**config.mk**
```make
export PLATFORM = sky130hd
export DESIGN_NAME = seq_multiplier
export DESIGN_NICKNAME = d
export VERILOG_FILES = /design/src/rtl/seq_mult_pkg.sv /design/src/rtl/seq_mult_datapath.sv /design/src/rtl/seq_multiplier.sv
export SDC_FILE = /design/constraint.sdc
export NUM_CORES = 1
export LEC_CHECK = 0
export BUFFER_PORTS_ARGS = -buffer_cell sky130_fd_sc_hd__buf_4
export CORE_UTILIZATION = 25
export CTS_CLUSTER_DIAMETER = 50
export DETAILED_ROUTE_END_ITERATION = 10
export PLACE_DENSITY_LB_ADDON = 0.08
export SLEW_MARGIN = 20
export SYNTH_ARGS = -nofsm -noshare
export SYNTH_HDL_FRONTEND = slang
export SYNTH_SLANG_ARGS = --single-unit
```
**constraint.sdc**
```tcl
create_clock -name clk -period 4.5 [get_ports clk]
set_clock_uncertainty 0.1 [all_clocks]
set_input_delay 0.9 -clock clk [delete_from_list [all_inputs] [get_ports clk]]
set_output_delay 0.9 -clock clk [all_outputs]
set_load 0.02 [all_outputs]
```
**src/rtl/seq_mult_pkg.sv**
```systemverilog
// Shared definitions for the sequential shift-add multiplier: default width,
// controller state encoding and counter width derivation.
package seq_mult_pkg;

  localparam int N_DEF = 6;

  typedef enum logic [2:0] {
    IDLE   = 3'd0,
    LD_M   = 3'd1,
    LD_Q   = 3'd2,
    CALC   = 3'd3,
    OUT_HI = 3'd4,
    OUT_LO = 3'd5
  } state_t;

  // Iteration counter must hold values 0..n.
  function automatic int cnt_width(input int n);
    return $clog2(n + 1);
  endfunction

endpackage

```
**src/rtl/seq_mult_datapath.sv**
```systemverilog
// Multiplier datapath: operand/accumulator registers, N+1-bit adder,
// right shifter, iteration counter and the result bus mux.
module seq_mult_datapath
  import seq_mult_pkg::*;
#(
  parameter int N  = N_DEF,
  parameter int CW = cnt_width(N_DEF)
) (
  input  logic         clk,
  input  logic         rst,
  input  logic         ld_m,
  input  logic         ld_q,
  input  logic         clr_a,
  input  logic         calc,
  input  logic         add,
  input  logic         out_en,
  input  logic         out_sel,
  input  logic [N-1:0] bus_in,
  output logic         q0,
  output logic         cnt_done,
  output logic [N-1:0] bus_out
);

  logic [N-1:0]  m;
  logic [N-1:0]  a;
  logic [N-1:0]  q;
  logic          c;
  logic [CW-1:0] cnt;
  logic [N:0]    sum;

  // c is always 0 entering an iteration, so {c,a} equals {0,a} on a no-add step.
  assign sum      = add ? ({1'b0, a} + {1'b0, m}) : {c, a};
  assign q0       = q[0];
  assign cnt_done = (cnt == CW'(N - 1));
  assign bus_out  = out_en ? (out_sel ? a : q) : '0;

  always_ff @(posedge clk or posedge rst) begin
    if (rst) begin
      m   <= '0;
      a   <= '0;
      q   <= '0;
      c   <= 1'b0;
      cnt <= '0;
    end else begin
      if (ld_m) m <= bus_in;
      if (ld_q) q <= bus_in;
      if (clr_a) begin
        a   <= '0;
        c   <= 1'b0;
        cnt <= '0;
      end
      if (calc) begin
        {c, a, q} <= {1'b0, sum, q[N-1:1]};
        cnt       <= cnt + CW'(1);
      end
    end
  end

endmodule

```
**src/rtl/seq_multiplier.sv**
```systemverilog
// Sequential unsigned shift-add multiplier: controller FSM plus datapath.
// Operands arrive serially on inBus; the 2N-bit product leaves on outBus, high half first.
module seq_multiplier
  import seq_mult_pkg::*;
#(
  parameter int N = N_DEF
) (
  input  logic         clk,
  input  logic         rst,
  input  logic         start,
  input  logic [N-1:0] inBus,
  output logic [N-1:0] outBus,
  output logic         busy,
  output logic         out_valid,
  output logic         out_hi,
  output state_t       dbg_state
);

  localparam int CW = cnt_width(N);

  // Handshake: start is a request honoured only in IDLE; out_valid marks the two
  // result cycles (out_hi qualifies the upper half) and outBus is 0 otherwise.

  state_t state;
  logic   q0;
  logic   cnt_done;
  logic   ld_m;
  logic   ld_q;
  logic   calc;
  logic   out_en;
  logic   out_sel;

  always_ff @(posedge clk or posedge rst) begin
    if (rst) begin
      state <= IDLE;
    end else begin
      case (state)
        IDLE:    if (start) state <= LD_M;
        LD_M:    state <= LD_Q;
        LD_Q:    state <= CALC;
        CALC:    if (cnt_done) state <= OUT_HI;
        OUT_HI:  state <= OUT_LO;
        OUT_LO:  state <= IDLE;
        default: state <= IDLE;
      endcase
    end
  end

  assign ld_m    = (state == LD_M);
  assign ld_q    = (state == LD_Q);
  assign calc    = (state == CALC);
  assign out_sel = (state == OUT_HI);
  assign out_en  = (state == OUT_HI) || (state == OUT_LO);

  assign busy      = (state != IDLE);
  assign out_valid = out_en;
  assign out_hi    = out_sel;
  assign dbg_state = state;

  seq_mult_datapath #(
    .N  (N),
    .CW (CW)
  ) u_datapath (
    .clk      (clk),
    .rst      (rst),
    .ld_m     (ld_m),
    .ld_q     (ld_q),
    .clr_a    (ld_q),
    .calc     (calc),
    .add      (calc && q0),
    .out_en   (out_en),
    .out_sel  (out_sel),
    .bus_in   (inBus),
    .q0       (q0),
    .cnt_done (cnt_done),
    .bus_out  (outBus)
  );

endmodule

```
==> results of run 1 <==
worst reg2reg max path, delay by kind of cell, from the launching register on:
family / cells / cell delay [ns]
AND/OR/NAND/NOR: 1 / 0.54
flip-flops: 1 / 0.99
multiplexers: 1 / 0.39
how the worst max path moves through the flow:
stage | startpoint | to
final | dbg_state[0]$_DFFE_PP0P_ | outBus[4]
after global routing | dbg_state[0]$_DFFE_PP0P_ | outBus[5]
after CTS | dbg_state[0]$_DFFE_PP0P_ | outBus[4]
after detailed placement | dbg_state[0]$_DFFE_PP0P_ | outBus[4]
after global placement | dbg_state[0]$_DFFE_PP0P_ | outBus[4]
after floorplan | dbg_state[1]$_DFFE_PP0P_ | outBus[0]
synthesized netlist by cell type (all sizes together):
cell type / count / area (µm²)
a21boi: 1 / 7.51
a21oi: 11 / 58.8
a221oi: 1 / 8.76
a22o: 1 / 8.76
a2bb2oi: 1 / 8.76
a31oi: 1 / 6.26
and2b: 1 / 7.51
buf: 9 / 58.8
clkbuf: 1 / 3.75
dfrtp: 24 / 601
fa: 1 / 20.0
ha: 8 / 100
inv: 7 / 26.3
mux2: 7 / 78.8
mux2i: 7 / 70.1
nand2: 26 / 97.6
nand2b: 3 / 21.3
nand3: 3 / 15.0
nand3b: 2 / 15.0
nor2: 5 / 26.3
nor3: 4 / 20.0
nor3b: 1 / 18.8
o21ai: 20 / 100
o21bai: 1 / 7.51
o22ai: 3 / 18.8
o31ai: 1 / 7.51
or3: 2 / 12.5
xnor2: 3 / 26.3
kinds of logic (layout without fill, tap and decap cells):
group | after synthesis | in the layout
DFF | 24 | 24
AOI/OAI and AO/OA | 41 | 41
buffers and inverters | 17 | 31
and+or+nand+nor | 47 | 47
xor gates and xnor gates | 3 | 3
adders and majority gates | 9 | 9
muxes | 14 | 14
sequential cells by signal, indices dropped and copies added, names as in the netlist:
name            count
u_datapath.a        6
u_datapath.m        6
u_datapath.q        6
dbg_state           3
u_datapath.cnt      3
cells in the final DEF, fill, tap and decap left out, drive strengths merged, types with 2 or more instances in the layout:
cell type  instances
nor2               5
dfrtp             24
a21oi             11
nor3               4
o22ai              3
nand2             26
nand2b             3
xnor2              3
ha                 8
mux2i              7
nand3b             2
inv                6
o21ai             20
buf               20
clkbuf             3
or3                2
mux2               7
nand3              3
stage by stage:
step | setup WS, ns | utilization | instances | power, mW | instance area [µm²]
4_1_cts | 1.61 | 0.307 | 241 | 1.24 | 1700
3_5_place_dp | 1.93 | 0.294 | 237 | 1.03 | 1630
2_1_floorplan | 2.01 | - | 155 | 0.903 | 1450
3_3_place_gp | 1.93 | 0.294 | 237 | 1.03 | 1630
6_report | 1.65 | 0.307 | 241 | 1.22 | 1700
5_1_grt | 1.46 | 0.307 | 241 | 1.34 | 1700
routing by layer:
layer	vias to the layer above	global-route usage	share of wire
met4	0	0.0222	0.0047
li1	565	-	-
met3	2	0.0302	0.046
met1	521	0.173	0.50
met2	27	0.198	0.45
met5	-	0	0
power by group through the flow:
stage	Combinational (mW)	Sequential, mW	Clock [mW]
global placement	0.563	0.465	0
floorplan	0.509	0.394	0
finish	0.563	0.458	0.195
detailed placement	0.569	0.466	0
global route	0.642	0.481	0.212
CTS	0.572	0.461	0.203
final cells by class:
cell class	instances	share of cell area
Tap cell	72	0.0530
Sequential cell	24	0.353
Multi-Input combinational cell	114	0.448
Clock inverter	1	0.0177
Timing Repair Buffer	20	0.0883
Clock buffer	3	0.0243
Inverter	7	0.0155
==> reports/metrics.yaml, run 1 <==
layout:
  area_growth_pct: 17.2
  n_antenna_cell: 0
  num-fill-cells: 601
  seq_area_um2: 601
  multi_input_area_um2: 762
  finalNetCount: 188
  final_layout_size_suffix_gt1_frac: 0.207
sta:
  whs_ns: 0.418
  slew_headroom: 0.353
  rsz0062_at_grt: "no"
  period_needed_ns: 2.85
  slew_viol_final: 0
  finalHoldViolations: 0
  period_share: 0.633
  fmax_mhz: 351
  tns_ns: 0
  finalSetupViolCount: 0
  worst_pin_slew_ns: 0.970
die:
  rows: 27
  die_x_um: 78.2
  core_um2: 5540
  io_pins: 21
  start_util: 0.262
  die_y_um: 78.2
  die_area_um2: 6110
synthesis:
  netlist_area_um2: 1450
  yosysUniqueCellTypes: 33
  yosys_warnings: 0
  synthMuxAreaShare: 0.103
  syn_avg_cell_area_um2: 9.36
  syn_nets: 173
  synth-xor-area-share: 0.0181
  yosys.area_share.adder: 0.0828
  synth_top_family_by_area: "simple AND/OR/NAND/NOR gates"
  synthCells: 155
  synth_seq_cells: 24
  synth_compound_area_frac: 0.160
  synth-simple-area-share: 0.161
  ys_seq_area_frac: 0.414
global_routing:
  grt_max_degree: 29
  grt-ovfl-total: 0
  first_global_vias: 1106
  grt_antenna_before_repair: 0
  grt_pass1_wl_um: 5810
  grt_usage: 0.125
setup_path:
  worstPathRequired_ns: 3.50
  slowest_delay_ns: 0.99
  worstSetupPathType: "reg2out"
  rr_startpoint: "dbg_state[0]$_DFFE_PP0P_"
  reg2reg_to: "u_datapath.m[2]$_DFFE_PP0N_"
  crit_buf_inv: 1
  r2r_cells: 2
  cp-end-kind: "output port"
  arrival_ns: 1.85
  path_max_fanout: 28
  path_depth: 3
  crit_slowest_cell: "dfrtp_1"
  path_cells: "o21ai_0 > a21oi_1 > buf_4"
  crit_path_start_kind: "register"
  cp_top_family: "flip-flops"
  ff2ff_setup_slack_ns: 2.38
clock_tree:
  clk_pin_slew_worst_paths_ns: 0.10
  cts_buffers: 3
  htree_num_levels: 1
  clk_latency_ns: 0.27
  cts_tree: "built"
  ctsHoldBuffers: 0
  cts_setup_buffers: 0
  cts_resized: 0
  cts.sinks: 24
  cts_root_buf: "clkbuf_8"
  clock_path_buffers: 2
power_and_ir_drop:
  ir_drop_mv: 0.214
  sw_frac_of_total: 0.420
  seqPwrFrac: 0.377
  power.leakage_nw: 0.755
  p_int_mw: 0.706
  combPwrFrac: 0.463
  pwr-share-clk: 0.160
  p_per_area_nw_per_um2: 715
  power_switching_mw: 0.510
worst_hold_path:
  hold_path.startpoint: "u_datapath.q[5]$_DFFE_PP0P_"
  hold_depth: 2
  hp-class: "reg2reg"
  holdPathEnd: "u_datapath.q[5]$_DFFE_PP0P_"
route:
  routedWlPerCell_um: 14.2
  viasPerCell: 4.63
  drc: 0
  dr_total_vias: 1115
  firstDrtPassIters: 4
  drtIter0Drc: 65
  ant_nets: 0
  wl_um: 3430
flow_run:
  cap_violations: 0
placement:
  portBuffers: 20
  gp_congestion: 0.724
  hpwl_um: 2490
run_status:
  status: "complete, no violations"
Note: power is estimated with default switching activity, not from simulation.
==> run 2, diff against run 1 <==
==> constraint.sdc (replaced) <==
create_clock -name clk -period 2.74 [get_ports clk]
set_clock_uncertainty 0.1 [all_clocks]
set_input_delay 0.548 -clock clk [delete_from_list [all_inputs] [get_ports clk]]
set_output_delay 0.548 -clock clk [all_outputs]
set_load 0.02 [all_outputs]
==> reports/metrics.yaml, run 2 (synthesized netlist as in run 1, its figures left out) <==
worst_hold_path:
  hp-class: "in2async"
setup_path:
  crit_buf_inv: 1  # unchanged
  cp-end-kind: "output port"
  path_cells: "nand2b_2 > nor2_4 > nand2_1 > a21oi_1 > buf_4"
  r2r_cells: 2  # unchanged
  path_max_fanout: 15  # -46%
  worstPathRequired_ns: 2.09  # -1.41 ns
  crit_slowest_cell: "dfrtp_1"
  worstSetupPathType: "reg2out"
  ff2ff_setup_slack_ns: 0.78  # -1.60 ns
  cp_top_family: "simple AND/OR/NAND/NOR gates"
  path_depth: 5  # +2
  crit_start: "dbg_state[1]$_DFFE_PP0P_"
  arrival_ns: 1.84  # about the same
  reg2reg_to: "u_datapath.m[0]$_DFFE_PP0N_"
  slowest_delay_ns: 0.51  # -0.48 ns
  crit_path_start_kind: "register"
  rr_startpoint: "dbg_state[0]$_DFFE_PP0P_"
layout:
  final_cell_mix: "26 x nand2_1, 24 x dfrtp_1, 23 x buf_4"
  final_layout_size_suffix_gt1_frac: 0.221  # +0.0138
  area_growth_pct: 17.6
  top_regs: "u_datapath.a x6, u_datapath.m x6, u_datapath.q x6"
  n_antenna_cell: 0  # unchanged
  fin_util: 0.308  # +0.00113
  layout_commonest_cell: "nand2_1"
  finalNetCount: 191  # +1.6%
clock_tree:
  clock_path_buffers: 2  # unchanged
  htree_num_levels: 1  # unchanged
  ctsHoldBuffers: 0  # unchanged
  clk_pin_slew_worst_paths_ns: 0.09  # about the same
  cts_setup_buffers: 0  # unchanged
  cts_buffers: 3  # unchanged
  cts.sinks: 24  # unchanged
  cts_tree: "built"
  cts_root_buf: "clkbuf_8"
  clk_latency_ns: 0.27  # about the same
  cts_resized: 0  # unchanged
route:
  dr_total_vias: 1116  # +0.090%
  viasPerCell: 4.57  # -1.1%
  drtIter0Drc: 58  # -11%
  firstDrtPassIters: 4  # unchanged
  wl_met3_um: 118  # -25%
  wl_met2_um: 1570  # +0.77%
  ant_nets: 0  # unchanged
  top_layer: "met4"
  wl_met1_um: 1760  # +3.8%
  routedWlPerCell_um: 14.2  # -0.22%
  wl_um: 3470  # +1.0%
  drc: 0  # unchanged
sta:
  slew_viol_final: 0  # unchanged
  finalHoldViolations: 0  # unchanged
  finalSetupViolCount: 0  # unchanged
  period_share: 0.908
  worst_pin_slew_ns: 0.762  # -0.208 ns
  tns_ns: 0  # unchanged
  period_needed_ns: 2.49
  slew_headroom: 0.492  # +0.139
  fmax_mhz: 402
  rsz0062_at_grt: "no"
placement:
  hpwl_um: 2600  # +4.1%
  gp_congestion: 0.754  # +4.1%
  portBuffers: 20  # unchanged
die:
  die_x_um: 78.2  # unchanged
  die_area_um2: 6110  # unchanged
  start_util: 0.262  # unchanged
  core_um2: 5540  # unchanged
  rows: 27  # unchanged
  io_pins: 21  # unchanged
  die_y_um: 78.2  # unchanged
global_routing:
  grt_antenna_before_repair: 0  # unchanged
  first_global_vias: 1182  # +6.9%
  grt_max_degree: 25  # -14%
  grt_usage: 0.127  # +0.00170
  grt-ovfl-total: 0  # unchanged
  grt_pass1_wl_um: 5980  # +3.0%
power_and_ir_drop:
  p_int_mw: 1.11  # +57%
  pwr-share-clk: 0.128  # -0.032
  power_switching_mw: 0.833  # +63%
  ir_drop_mv: 0.327  # +53%
  combPwrFrac: 0.490  # +0.027
  power.leakage_nw: 0.766  # +1.5%
  sw_frac_of_total: 0.429  # +0.00941
  p_per_area_nw_per_um2: 1140  # +59%
  seqPwrFrac: 0.382  # +0.005
flow_run:
  cap_violations: 0  # unchanged
run_status:
  status: "complete, no violations"
run 2: worst max-delay path by stage:
| stage | end | slack [ns] |
|---|---|---|
| global placement | outBus[4] | 0.59 |
| CTS | outBus[5] | 0.23 |
| global route | outBus[5] | 0.13 |
| finish | outBus[5] | 0.25 |
| floorplan | outBus[0] | 0.60 |
| detailed placement | outBus[5] | 0.55 |
run 2: metrics by stage:
step                      total power [mW]  hold WS, ns  setup WS (ns)  cell area [µm²]  instances
after floorplan                       1.48        0.365          0.601             1450        155
after detailed placement              1.71        0.404          0.549             1650        240
final                                 1.94        0.227          0.251             1710        244
after CTS                             1.97        0.237          0.235             1710        244
after global placement                1.71        0.402          0.590             1650        240
after global routing                  2.15        0.264          0.132             1710        244
run 2: final cells by class:
cell class                 instances  area (µm²)
tap                               72        90.1
clock buffer                       4        55.1
sequential                        24         601
inverter                           7        26.3
timing repair buffer              23         173
fill                             613        3830
multi-input combinational        114         762
run 2: power by group through the flow:
| stage | Clock [mW] | Sequential, mW | Combinational [mW] |
|---|---|---|---|
| global placement | 0 | 0.757 | 0.954 |
| finish | 0.248 | 0.743 | 0.952 |
| detailed placement | 0 | 0.753 | 0.959 |
| floorplan | 0 | 0.648 | 0.836 |
| global route | 0.273 | 0.780 | 1.10 |
| CTS | 0.264 | 0.746 | 0.965 |
run 2: metal layers:
| layer | track usage | up-vias |
|---|---|---|
| met3 | 0.0163 | 2 |
| met4 | 0.0333 | 0 |
| met2 | 0.199 | 23 |
| li1 | - | 572 |
| met1 | 0.182 | 519 |
| met5 | 0 | - |
run 2: worst min-delay path, stage by stage:
cell	delay (ns)
buf_4	0.11
inv_1	0.04
buf_4	0.30
